**src/rtl/compare_pkg.sv**
```systemverilog
// Shared constants for the compare_stream block.
// FSM state encoding and the one-hot {gt, lt, eq} result codes.
// Imported by compare_word and compare_stream.
package compare_pkg;

  localparam logic [1:0] ST_IDLE = 2'd0;
  localparam logic [1:0] ST_RUN  = 2'd1;
  localparam logic [1:0] ST_DONE = 2'd2;

  typedef enum logic [1:0] {
    S_IDLE = ST_IDLE,
    S_RUN  = ST_RUN,
    S_DONE = ST_DONE
  } state_e;

  // Result triple packed as {gt, lt, eq}; exactly one bit is ever set.
  localparam logic [2:0] RES_EQ = 3'b001;
  localparam logic [2:0] RES_LT = 3'b010;
  localparam logic [2:0] RES_GT = 3'b100;

endpackage

```
**src/rtl/compare_word.sv**
```systemverilog
// Purpose: combinational WIDTH-bit compare of a against b producing one-hot {gt, lt, eq}.
// Latency: zero cycles (pure combinational).
// Backpressure: none; evaluates every cycle.
// Ports: a_i/b_i operands, signed_mode_i selects two's-complement ordering,
//        mask_i (only when COMPARE_MASK_EN is defined) zeroes set bits in both operands,
//        res_o one-hot result code.
module compare_word
  import compare_pkg::*;
#(
  parameter int WIDTH = 8
) (
  input  logic [WIDTH-1:0] a_i,
  input  logic [WIDTH-1:0] b_i,
  input  logic             signed_mode_i,
`ifdef COMPARE_MASK_EN
  input  logic [WIDTH-1:0] mask_i,
`endif
  output logic [2:0]       res_o
);

  logic [WIDTH-1:0] a_m;
  logic [WIDTH-1:0] b_m;
  logic             lt_u;
  logic             lt_s;

`ifdef COMPARE_MASK_EN
  // Masked bits are forced to zero before any ordering, so they cannot
  // influence lt/gt either (including the sign bit in signed mode).
  assign a_m = a_i & ~mask_i;
  assign b_m = b_i & ~mask_i;
`else
  assign a_m = a_i;
  assign b_m = b_i;
`endif

  assign lt_u = (a_m < b_m);
  assign lt_s = ($signed(a_m) < $signed(b_m));

  always_comb begin
    res_o = RES_GT;
    if (a_m == b_m) begin
      res_o = RES_EQ;
    end else if (signed_mode_i ? lt_s : lt_u) begin
      res_o = RES_LT;
    end
  end

endmodule

```
**src/rtl/compare_stream.sv**
```systemverilog
// Purpose: frame-based a/b stream comparator with per-word eq/lt/gt and frame summary.
// Latency: per-word result one cycle after accept; done pulses with the last word's result.
// Backpressure: in_ready is high for the whole RUN state, so words are never stalled there.
// Ports: clk/rst_n; start, frame_len, signed_mode sampled in IDLE only;
//        in_valid/in_ready/a/b input stream; out_valid/eq/lt/gt per-word result;
//        busy, done, all_equal, mismatch_cnt, first_mismatch_idx frame status.
// Optional: COMPARE_MASK_EN adds input mask; set bits are ignored in both operands.
module compare_stream
  import compare_pkg::*;
#(
  parameter int WIDTH = 8,
  parameter int CNT_W = 16
) (
  input  logic             clk,
  input  logic             rst_n,
  input  logic             start,
  input  logic [CNT_W-1:0] frame_len,
  input  logic             signed_mode,
  input  logic             in_valid,
  output logic             in_ready,
  input  logic [WIDTH-1:0] a,
  input  logic [WIDTH-1:0] b,
`ifdef COMPARE_MASK_EN
  input  logic [WIDTH-1:0] mask,
`endif
  output logic             out_valid,
  output logic             eq,
  output logic             lt,
  output logic             gt,
  output logic             busy,
  output logic             done,
  output logic             all_equal,
  output logic [CNT_W-1:0] mismatch_cnt,
  output logic [CNT_W-1:0] first_mismatch_idx
);

  state_e           state_q;
  logic [CNT_W-1:0] len_q;
  logic             smode_q;
  logic [CNT_W-1:0] idx_q;
  logic             out_valid_q;
  logic [2:0]       res_q;
  logic             all_equal_q;
  logic [CNT_W-1:0] cnt_q;
  logic [CNT_W-1:0] first_q;
  logic [2:0]       cmp_res;
  logic             accept;

  // Uses the latched signedness so a mid-frame change on signed_mode is ignored.
  compare_word #(
    .WIDTH(WIDTH)
  ) u_word (
    .a_i          (a),
    .b_i          (b),
    .signed_mode_i(smode_q),
`ifdef COMPARE_MASK_EN
    .mask_i       (mask),
`endif
    .res_o        (cmp_res)
  );

  assign accept = in_valid & (state_q == S_RUN);

  always_ff @(posedge clk or negedge rst_n) begin
    if (!rst_n) begin
      state_q     <= S_IDLE;
      len_q       <= '0;
      smode_q     <= 1'b0;
      idx_q       <= '0;
      out_valid_q <= 1'b0;
      res_q       <= '0;
      all_equal_q <= 1'b1;
      cnt_q       <= '0;
      first_q     <= '1;
    end else begin
      out_valid_q <= 1'b0;
      case (state_q)
        S_IDLE: begin
          if (start) begin
            len_q       <= frame_len;
            smode_q     <= signed_mode;
            idx_q       <= '0;
            cnt_q       <= '0;
            first_q     <= '1;
            all_equal_q <= 1'b1;
            // An empty frame skips RUN and reports immediately.
            state_q     <= (frame_len == '0) ? S_DONE : S_RUN;
          end
        end
        S_RUN: begin
          if (accept) begin
            out_valid_q <= 1'b1;
            res_q       <= cmp_res;
            idx_q       <= idx_q + 1'b1;
            if (cmp_res != RES_EQ) begin
              if (cnt_q != '1) begin
                cnt_q <= cnt_q + 1'b1;
              end
              // First mismatch of the frame: cnt_q is still zero here.
              if (cnt_q == '0) begin
                first_q     <= idx_q;
                all_equal_q <= 1'b0;
              end
            end
            if (idx_q == len_q - 1'b1) begin
              state_q <= S_DONE;
            end
          end
        end
        S_DONE: begin
          state_q <= S_IDLE;
        end
        default: begin
          state_q <= S_IDLE;
        end
      endcase
    end
  end

  // Status outputs decode directly from the state flop.
  assign in_ready           = (state_q == S_RUN);
  assign busy               = (state_q != S_IDLE);
  assign done               = (state_q == S_DONE);
  assign out_valid          = out_valid_q;
  assign eq                 = res_q[0];
  assign lt                 = res_q[1];
  assign gt                 = res_q[2];
  assign all_equal          = all_equal_q;
  assign mismatch_cnt       = cnt_q;
  assign first_mismatch_idx = first_q;

endmodule

```
**config.mk**
```make
export PLATFORM = sky130hd
export DESIGN_NAME = compare_stream
export DESIGN_NICKNAME = d
export VERILOG_FILES = /design/src/rtl/compare_pkg.sv /design/src/rtl/compare_word.sv /design/src/rtl/compare_stream.sv
export SDC_FILE = /design/constraint.sdc
export NUM_CORES = 1
export LEC_CHECK = 0
export CAP_MARGIN = 40
export CORE_UTILIZATION = 54
export CTS_BUF_LIST = sky130_fd_sc_hd__clkbuf_4 sky130_fd_sc_hd__clkbuf_8
export DETAILED_ROUTE_END_ITERATION = 10
export PLACE_DENSITY = 0.81
export SLEW_MARGIN = 20
export SYNTH_ARGS = -nofsm -noshare
export SYNTH_HDL_FRONTEND = slang
export SYNTH_SLANG_ARGS = --single-unit
```
**constraint.sdc**
```tcl
create_clock -name clk -period 3.6 [get_ports clk]
set_input_delay 0.54 -clock clk [delete_from_list [all_inputs] [get_ports clk]]
set_output_delay 0.54 -clock clk [all_outputs]
set_load 0.01 [all_outputs]
```
Yosys cells after proc, flatten, opt, wreduce, memory -nomap -nowiden --
Index checks and enable logic that the tools add are counted.
Cells by class: $add $sub $neg 3, order comparisons 2, eq/ne operators 12, muxes and demuxes 27, bitwise logic cells 1, reductions and logical operators 11
Operators by type and width (count):
- $mux W16 | 9
- $pmux W16 S2 | 3
- $add A16 B1 Y16 const B | 2
- $logic_not A16 Y1 | 2
- $eq A16 B16 Y1 | 1
- $lt A8 B8 Y1 | 2
- $ne A16 B16 Y1 const B | 1
- $sub A16 B1 Y16 const B | 1
- $ne A2 B1 Y1 const B | 5
- $reduce_and A5 Y1 | 2
- $eq A8 B8 Y1 | 1
- $mux W2 | 4
- $mux W1 | 7
- $mux W3 | 2
- $reduce_and A3 Y1 | 2
- $pmux W2 S2 | 1
- $reduce_and A2 Y1 | 2
- $reduce_bool A2 Y1 | 2
- $ne A3 B1 Y1 const B | 1
- $eq A2 B1 Y1 const B | 1
- $eq A2 B2 Y1 const B | 1
- $logic_not A2 Y1 | 1
- $ne A2 B2 Y1 const B | 1
- $pmux W1 S2 | 1
- $and A1 B1 Y1 | 1
Storage, ports and cells: register bits 72, input bits 37, output and inout bits 40, word-level logic and storage cells 65

Depth between registers and ports, before layout --
Gate-level depths: netlist of the first run.
word-level depth 8, mapped depth 10, mapped depth without buffers 9

Cells and area by module --
From an unflattened synthesis of the first run, not the netlist that was laid out.
Second synthesis, totals: cells, all modules 432, area total of the unflattened synthesis 4070.2 sq um
Modules (own cells, without submodules):
- compare_stream | instances 1, cells an instance 396, area an instance 3812.4 sq um, seq. area each 1823.0 sq um
- compare_word | instances 1, cells an instance 36, area an instance 257.7 sq um, seq. area each 0.0 sq um

Least setup slack after synthesis of the first run --
No wires, ideal clock.
path kind register to register, start point reg len_q[2], end point reg state_q[0], library setup time 121 ps, arrival time 2544 ps, required time 3479 ps, slack 935 ps, stages on the path, launching flop included 9, buffers on the path 2, period minus slack after synthesis 2665 ps, cells stage by stage dfrtp_1 > buf_6 > or4_4 > buf_6 > or4_4 > or3b_1 > a311oi_1 > o2111ai_1 > a22o_1
Between the ends: cells in the longest elaborated chain, start to end 4
RTL lines:
- start: declaration | RTL line compare_stream.sv:38 | logic [CNT_W-1:0] len_q;
- start signal: assignment | RTL line compare_stream.sv:80 | len_q <= frame_len;
- $sub A16 B1 Y16 | RTL line compare_stream.sv:105 | if (idx_q == len_q - 1'b1) begin
- $eq A16 B16 Y1 | RTL line compare_stream.sv:105
- $ne A2 B1 Y1 (no source line)
- $reduce_and A3 Y1 (no source line)
- end signal: assignment | RTL line compare_stream.sv:87 | state_q <= (frame_len == '0) ? S_DONE : S_RUN;
- end: declaration | RTL line compare_stream.sv:37 | state_e state_q;
Every way passes these cells. A chain may end at the register's enable or synchronous reset.

Worst setup path in the final report of the first run --
start point reg len_q[0], end point reg state_q[0]
The elaborated chain is that of the path after synthesis.

==> results of run 1 <==
-- cell usage in the layout (no fill, tap or decap), types with 2 or more instances in the layout --
cell             instances
buf_4                    6
nor2b_1                  3
o2111ai_1                3
clkinv_2                 2
dfstp_2                 17
and4_1                   4
or4_1                    3
xor2_1                  15
nor2_1                  57
a21oi_1                  9
nor3_1                  13
nand2b_1                 2
or4_4                    2
nand2_1                 47
nor4b_1                  2
o21ai_0                 40
o21a_1                   2
ha_1                    12
clkbuf_8                 9
a32oi_1                  3
clkdlybuf4s50_1         75
nand3_1                 16
bufinv_16                2
clkinv_4                 3
dfrtp_1                 55
or2_2                    4
nand4_1                  6
mux2_2                  14
xnor2_1                 30
inv_1                   20
nor4_1                  12
or3_1                   10
a2bb2oi_1                2
-- power by group --
| part | switching, W | total, W | internal (W) |
|---|---|---|---|
| Sequential | 0.000294 | 0.00142 | 0.00112 |
| Clock | 0.000309 | 0.000700 | 0.000391 |
| Combinational | 0.000588 | 0.00123 | 0.000644 |
-- worst register-to-register path, stage by stage (launching register included) --
cell and delay, ns:
dfrtp_1 0.43, inv_1 0.09, ha_1 0.33, inv_1 0.18
or4_4 0.59, or3b_1 0.39, a311oi_1 0.33, o2111ai_1 0.23
a22o_1 0.23
-- sequential cells by signal, summed over array words and instances, names as in the netlist --
name / flops
all_equal: 1
mismatch_cnt: 16
smode_q: 1
out_valid: 1
first_mismatch_idx: 16
len_q: 16
state_q: 2
idx_q: 16
res_q: 3
-- worst paths after layout --
path	startpoint	to	slack (ns)	depth (start not counted)
worst min-delay path	rst_n	res_q[1]	0.23	2
worst max-delay path	len_q[0]	state_q[0]	0.68	8
max in group asynchronous	rst_n	len_q[4]	2.81	3
worst max register to register	len_q[0]	state_q[0]	0.68	8
min in group clk	all_equal	all_equal	0.46	2
worst min register to register	all_equal	all_equal	0.46	2
-- final cells by class --
cell class              instances  area, um^2
flip-flops and latches         72        1823
clock inverters                 7       96.34
clock buffers                   9       123.9
inverters                      21       78.83
fillers                       562        2127
well taps                      99       123.9
multi-input cells             330        2059
repair buffers                 83       820.8
-- logic make-up (layout without fill, tap and decap cells) --
| kind of cell | Yosys count | in the layout |
|---|---|---|
| and+or+nand+nor | 185 | 185 |
| AOI/OAI and AO/OA | 73 | 73 |
| DFF | 72 | 72 |
| xor gates and xnor gates | 45 | 45 |
| buffers and inverters | 40 | 120 |
| muxes | 15 | 15 |
| adders and majority gates | 12 | 12 |
-- through the flow --
step,total power [W],utilization
after floorplan,0.002138,-
after global placement,0.002580,0.6736
after detailed placement,0.002656,0.6764
after CTS,0.003360,0.7067
after global routing,0.003572,0.7067
final,0.003350,0.7067
-- routing by layer --
layer / share of wire / wire length, um / vias up / GRT usage
met3: 0.064 / 594 / 18 / 0.04851
met1: 0.44 / 4114 / 1652 / 0.3468
li1: - / - / 1695 / -
met5: 0 / 0 / - / 0
met2: 0.48 / 4438 / 129 / 0.4084
met4: 0.018 / 171 / 0 / 0.1070
==> flow_summary_export.csv, run 1 <==
group,metric,value,unit
status,status,"finished, final reports clean",
logic_synthesis,ys_types,50,
logic_synthesis,syn_nets,491,
timing,finClkSkew,0.009823,ns
global_routing,antenna_found_initial,0,
clocking,cts_made_buffers,9,
timing,fmax,342.8,MHz
clocking,clockRootBuffer,"clkbuf_8",
clocking,clkTransAtPathRegs,0.07,ns
critical_path,crit_buf_inv,2,
floorplanning,dieWidth,88.50,um
critical_path,worstSetupPathType,"register to register",
global_routing,first_global_vias,3283,
worst_hold_path,min_path_type,"input port to asynchronous set/reset pin",
finish,finish.net_count,566,
clocking,ctsResizeCount,0,
global_routing,grt_pass1_wl,15320,um
clocking,cts.sinks,72,
clocking,cts_setup_buffers,0,
clocking,ctsHoldBuffers,0,
logic_synthesis,syn_area,4040,um^2
critical_path,worstPathCellList,"inv_1 -> ha_1 -> inv_1 -> or4_4 -> or3b_1 -> a311oi_1 -> o2111ai_1 -> a22o_1",
placed_design,numPortBuffers,76,
floorplanning,die_h,88.50,um
timing,fin_crit_sh,0.8103,
logic_synthesis,synth_xor_area_frac,0.09755,
logic_synthesis,yosys.area_share.simple,0.2208,
critical_path,cp.arrival,3.14,ns
timing,hold_viol_final,0,
floorplanning,core,7253,um^2
route,finalWirelength,9318,um
timing,slew_viol_final,0,
pwr,power_density,653.5,nW/um^2
logic_synthesis,syn_area_per_cell,9.141,um^2
floorplanning,rows,31,
finish,n_antenna_cell,0,
logic_synthesis,yosysMostFrequentCell,"nor2_1",
logic_synthesis,synth_compound_area_frac,0.1106,
timing,post-route-min-period,2.917,ns
timing,tightest_slew,0.6530,ns
logic_synthesis,synth.area.top_cells,"dfrtp_1 34%, dfstp_2 11%, xnor2_1 6.5%",
floorplanning,start_util,0.5570,
run,drv_cap,0,
route,firstDrtPassIters,4,
critical_path,cp_top_family,"simple AND/OR/NAND/NOR gates",
finish,fin_area,5126,um^2
critical_path,slowest_stage,"or4_4",
clocking,clk_latency,0.34,ns
route,post_drt_wl_per_cell,15.00,um
logic_synthesis,synth_top_cell_area_share,0.3407,
route,drtIter0Drc,191,
placed_design,dpl_cell_area,4906,um^2
floorplanning,dieArea,7831,um^2
clocking,cts_buffer_depth,2,
logic_synthesis,synthCells,442,
logic_synthesis,ys_seq_elements,72,
floorplanning,pin_count,77,
critical_path,required,3.82,ns
logic_synthesis,yosysWarnings,0,
timing,report.final.setup_viol,0,
pwr,vdd_drop_max,0.0003999,V
clocking,tritoncts,"built",
logic_synthesis,synthMuxAreaShare,0.04150,
finish,drive_gt1_frac,0.1226,
logic_synthesis,synth_async_sr_flop_share,1.000,
placed_design,hpwl,6860,um
logic_synthesis,yosys.area.top_type,"dfrtp_1",
pwr,leakage,2.055,nW
timing,rsz0062_at_grt,"no",
timing,fin_ws,0.6829,ns
critical_path,crit_path_frequent_cell,"inv_1",
placed_design,dp_cells,605,
placed_design,gp_congestion,0.8687,
logic_synthesis,synth_top_family_by_area,"simple AND/OR/NAND/NOR gates",
critical_path,critPathMaxStageDelay,0.59,ns
critical_path,cp-start-kind,"register",
placed_design,pre_cts_ws,0.4671,ns
critical_path,crit_fanout,7,
critical_path,setup.worst_path.end_class,"register",
route,drtAntennaViolNets,0,
clocking,cts-htree-levels,3,
logic_synthesis,yosysSeqAreaShare,0.4512,
global_routing,grt_start_max_net_pins,47,
logic_synthesis,synthAdderAreaFrac,0.03716,
route,post-route-drc-count,0,
route,num_vias,3494,
logic_synthesis,synth_edf_count,0,
finish,syn_to_final_growth,26.88,%
global_routing,overflow,0,
finish,final_cells,621,
timing,timing.hold.ws,0.2258,ns
global_routing,grt.total_usage,0.2571,
timing,setup_tns,0,ns
logic_synthesis,synth_commonest_cells,"57 x nor2_1, 55 x dfrtp_1, 47 x nand2_1, 40 x o21ai_0, 30 x xnor2_1",
timing,slew_headroom,0.5630,
logic_synthesis,yosys_most_used_dff,"dfrtp_1",
route,via_per_inst,5.626,
Power figures use the tool's default switching activity.
==> run 2, diff against run 1 <==
--- a/config.mk
+++ b/config.mk
@@ -6,10 +6,10 @@
 export NUM_CORES = 1
 export LEC_CHECK = 0
 export CAP_MARGIN = 40
-export CORE_UTILIZATION = 54
+export CORE_UTILIZATION = 49
 export CTS_BUF_LIST = sky130_fd_sc_hd__clkbuf_4 sky130_fd_sc_hd__clkbuf_8
 export DETAILED_ROUTE_END_ITERATION = 10
-export PLACE_DENSITY = 0.81
+export PLACE_DENSITY = 0.78
 export SLEW_MARGIN = 20
 export SYNTH_ARGS = -nofsm -noshare
 export SYNTH_HDL_FRONTEND = slang
==> constraint.sdc (replaced) <==
create_clock -name clk -period 2.6 [get_ports clk]
set_input_delay 0.39 -clock clk [delete_from_list [all_inputs] [get_ports clk]]
set_output_delay 0.39 -clock clk [all_outputs]
set_load 0.01 [all_outputs]
==> flow_summary_export.csv, run 2 (synthesis gave the netlist of run 1 again) <==
group,metric,value,unit
status,status,"finished, final reports clean",
critical_path,reg2reg_depth,6,
critical_path,required,2.84,ns
timing,fmax,398.5,MHz
global_routing,antenna_found_initial,0,
placed_design,dpl_cell_area,5072,um^2
timing,slew_headroom,0.6537,
pwr,power_density,931.6,nW/um^2
finish,final_cell_mix,"75 x clkdlybuf4s50_1, 57 x nor2_1, 55 x dfrtp_1, 47 x nand2_1, 40 x o21ai_0",
finish,seqCellArea,1823,um^2
global_routing,grt_start_max_net_pins,53,
route,drtAntennaViolNets,0,
timing,slew_viol_final,0,
floorplanning,dieWidth,92.80,um
clocking,clkTransAtPathRegs,0.08,ns
critical_path,slowest_stage,"or4_4",
finish,final_common_cell,"clkdlybuf4s50_1",
finish,fin_area,5341,um^2
floorplanning,die_h,92.80,um
finish,n_antenna_cell,0,
pwr,vdd_drop_max,0.0004771,V
critical_path,critPathMaxStageDelay,0.54,ns
placed_design,hpwl,7375,um
worst_hold_path,min_path_type,"input port to asynchronous set/reset pin",
global_routing,overflow,0,
finish,nFillCells,681,
timing,report.final.setup_viol,0,
route,firstDrtPassIters,4,
finish,finish.utilization,0.6806,
finish,multiInputGateArea,2085,um^2
route,finalWirelength,10170,um
clocking,clk_latency,0.34,ns
global_routing,first_global_vias,3558,
clocking,cts_setup_buffers,0,
placed_design,numPortBuffers,76,
critical_path,worstPathCellList,"or4_4 -> or4_4 -> or3b_1 -> a311oi_2 -> o2111ai_2 -> a22o_1",
finish,final_cells,644,
clocking,ctsHoldBuffers,0,
timing,tightest_slew,0.5148,ns
timing,rsz0062_at_grt,"no",
clocking,cts.sinks,72,
critical_path,worstSetupPathType,"register to register",
run,drv_cap,0,
clocking,cts_buffer_depth,2,
global_routing,grt_pass1_wl,17180,um
finish,syn_to_final_growth,32.21,%
timing,fin_crit_sh,0.9651,
clocking,cts_made_buffers,9,
floorplanning,dieArea,8612,um^2
floorplanning,core,7848,um^2
route,drtIter0Drc,183,
finish,drive_gt1_frac,0.1624,
critical_path,cp_top_family,"simple AND/OR/NAND/NOR gates",
timing,finClkSkew,0.005528,ns
route,num_vias,3639,
timing,post-route-min-period,2.509,ns
critical_path,crit_path_frequent_cell,"or4_4",
pwr,leakage,2.161,nW
critical_path,timing.rr.end,"state_q[0]",
critical_path,setup.worst_path.end_class,"register",
route,via_per_inst,5.651,
clocking,cts-htree-levels,3,
floorplanning,rows,32,
critical_path,crit_fanout,2,
clocking,ctsResizeCount,0,
critical_path,crit_buf_inv,0,
critical_path,cp-start-kind,"register",
timing,hold_viol_final,0,
route,post-route-drc-count,0,
critical_path,rrSetupSlack,0.09,ns
placed_design,gp_congestion,0.8787,
clocking,clockRootBuffer,"clkbuf_8",
floorplanning,start_util,0.5148,
route,post_drt_wl_per_cell,15.80,um
global_routing,grt.total_usage,0.2539,
clocking,tritoncts,"built",
floorplanning,pin_count,77,
critical_path,cp.arrival,2.74,ns
critical_path,worstReg2RegStart,"len_q[2]",
finish,finish.net_count,586,
placed_design,dp_cells,628,
==> run 2: routing by layer <==
metal / up-vias / track usage / wire [um] / part of all wire
met1: 1768 / 0.3487 / 4592 / 0.45
met4: 0 / 0.1103 / 212 / 0.021
li1: 1740 / - / - / -
met5: - / 0 / 0 / 0
met2: 110 / 0.3952 / 4886 / 0.48
met3: 21 / 0.04187 / 480 / 0.047
==> run 2: worst max-delay path by stage <==
| stage | depth (start not counted) | slack, ns | endpoint | start |
|---|---|---|---|---|
| global route | 8 | 0.003 | state_q[0] | len_q[6] |
| detailed placement | 11 | -0.06 | mismatch_cnt[13] | b[1] |
| global placement | 10 | -0.01 | mismatch_cnt[10] | b[6] |
| finish | 6 | 0.09 | state_q[0] | len_q[2] |
| floorplan | 8 | -0.01 | state_q[0] | len_q[2] |
| CTS | 6 | 0.04 | state_q[0] | len_q[2] |
==> run 2: power breakdown <==
part / switching, W / internal (W)
logic: 0.000961 / 0.00103
clock network: 0.000447 / 0.000639
registers: 0.000341 / 0.00156
total: 0.00175 / 0.00323
==> run 2: final cells by class <==
type | instances | area share
timing repair buffer | 103 | 0.1841
inverter | 21 | 0.01476
tap | 102 | 0.02389
multi-input combinational | 330 | 0.3903
sequential | 72 | 0.3413
clock inverter | 7 | 0.02249
clock buffer | 9 | 0.02319
==> run 2: worst reg2reg max path: cells and delay by family (launching register included) <==
family,cells,cell delay (ns)
simple gates,3,1.34
flops,1,0.38
compound gates,3,0.67
==> run 2: through the flow <==
stage,TNS [ns],worst slack [ns],total power (W),hold WS [ns]
5_1_grt,0,0.002683,0.005286,0.1135
2_1_floorplan,-0.01239,-0.01239,0.002961,0.09441
3_5_place_dp,-0.4647,-0.06113,0.003853,0.4649
6_report,0,0.09062,0.004976,0.08184
3_3_place_gp,-0.01015,-0.01015,0.003767,0.4513
4_1_cts,0,0.03835,0.004955,0.09182
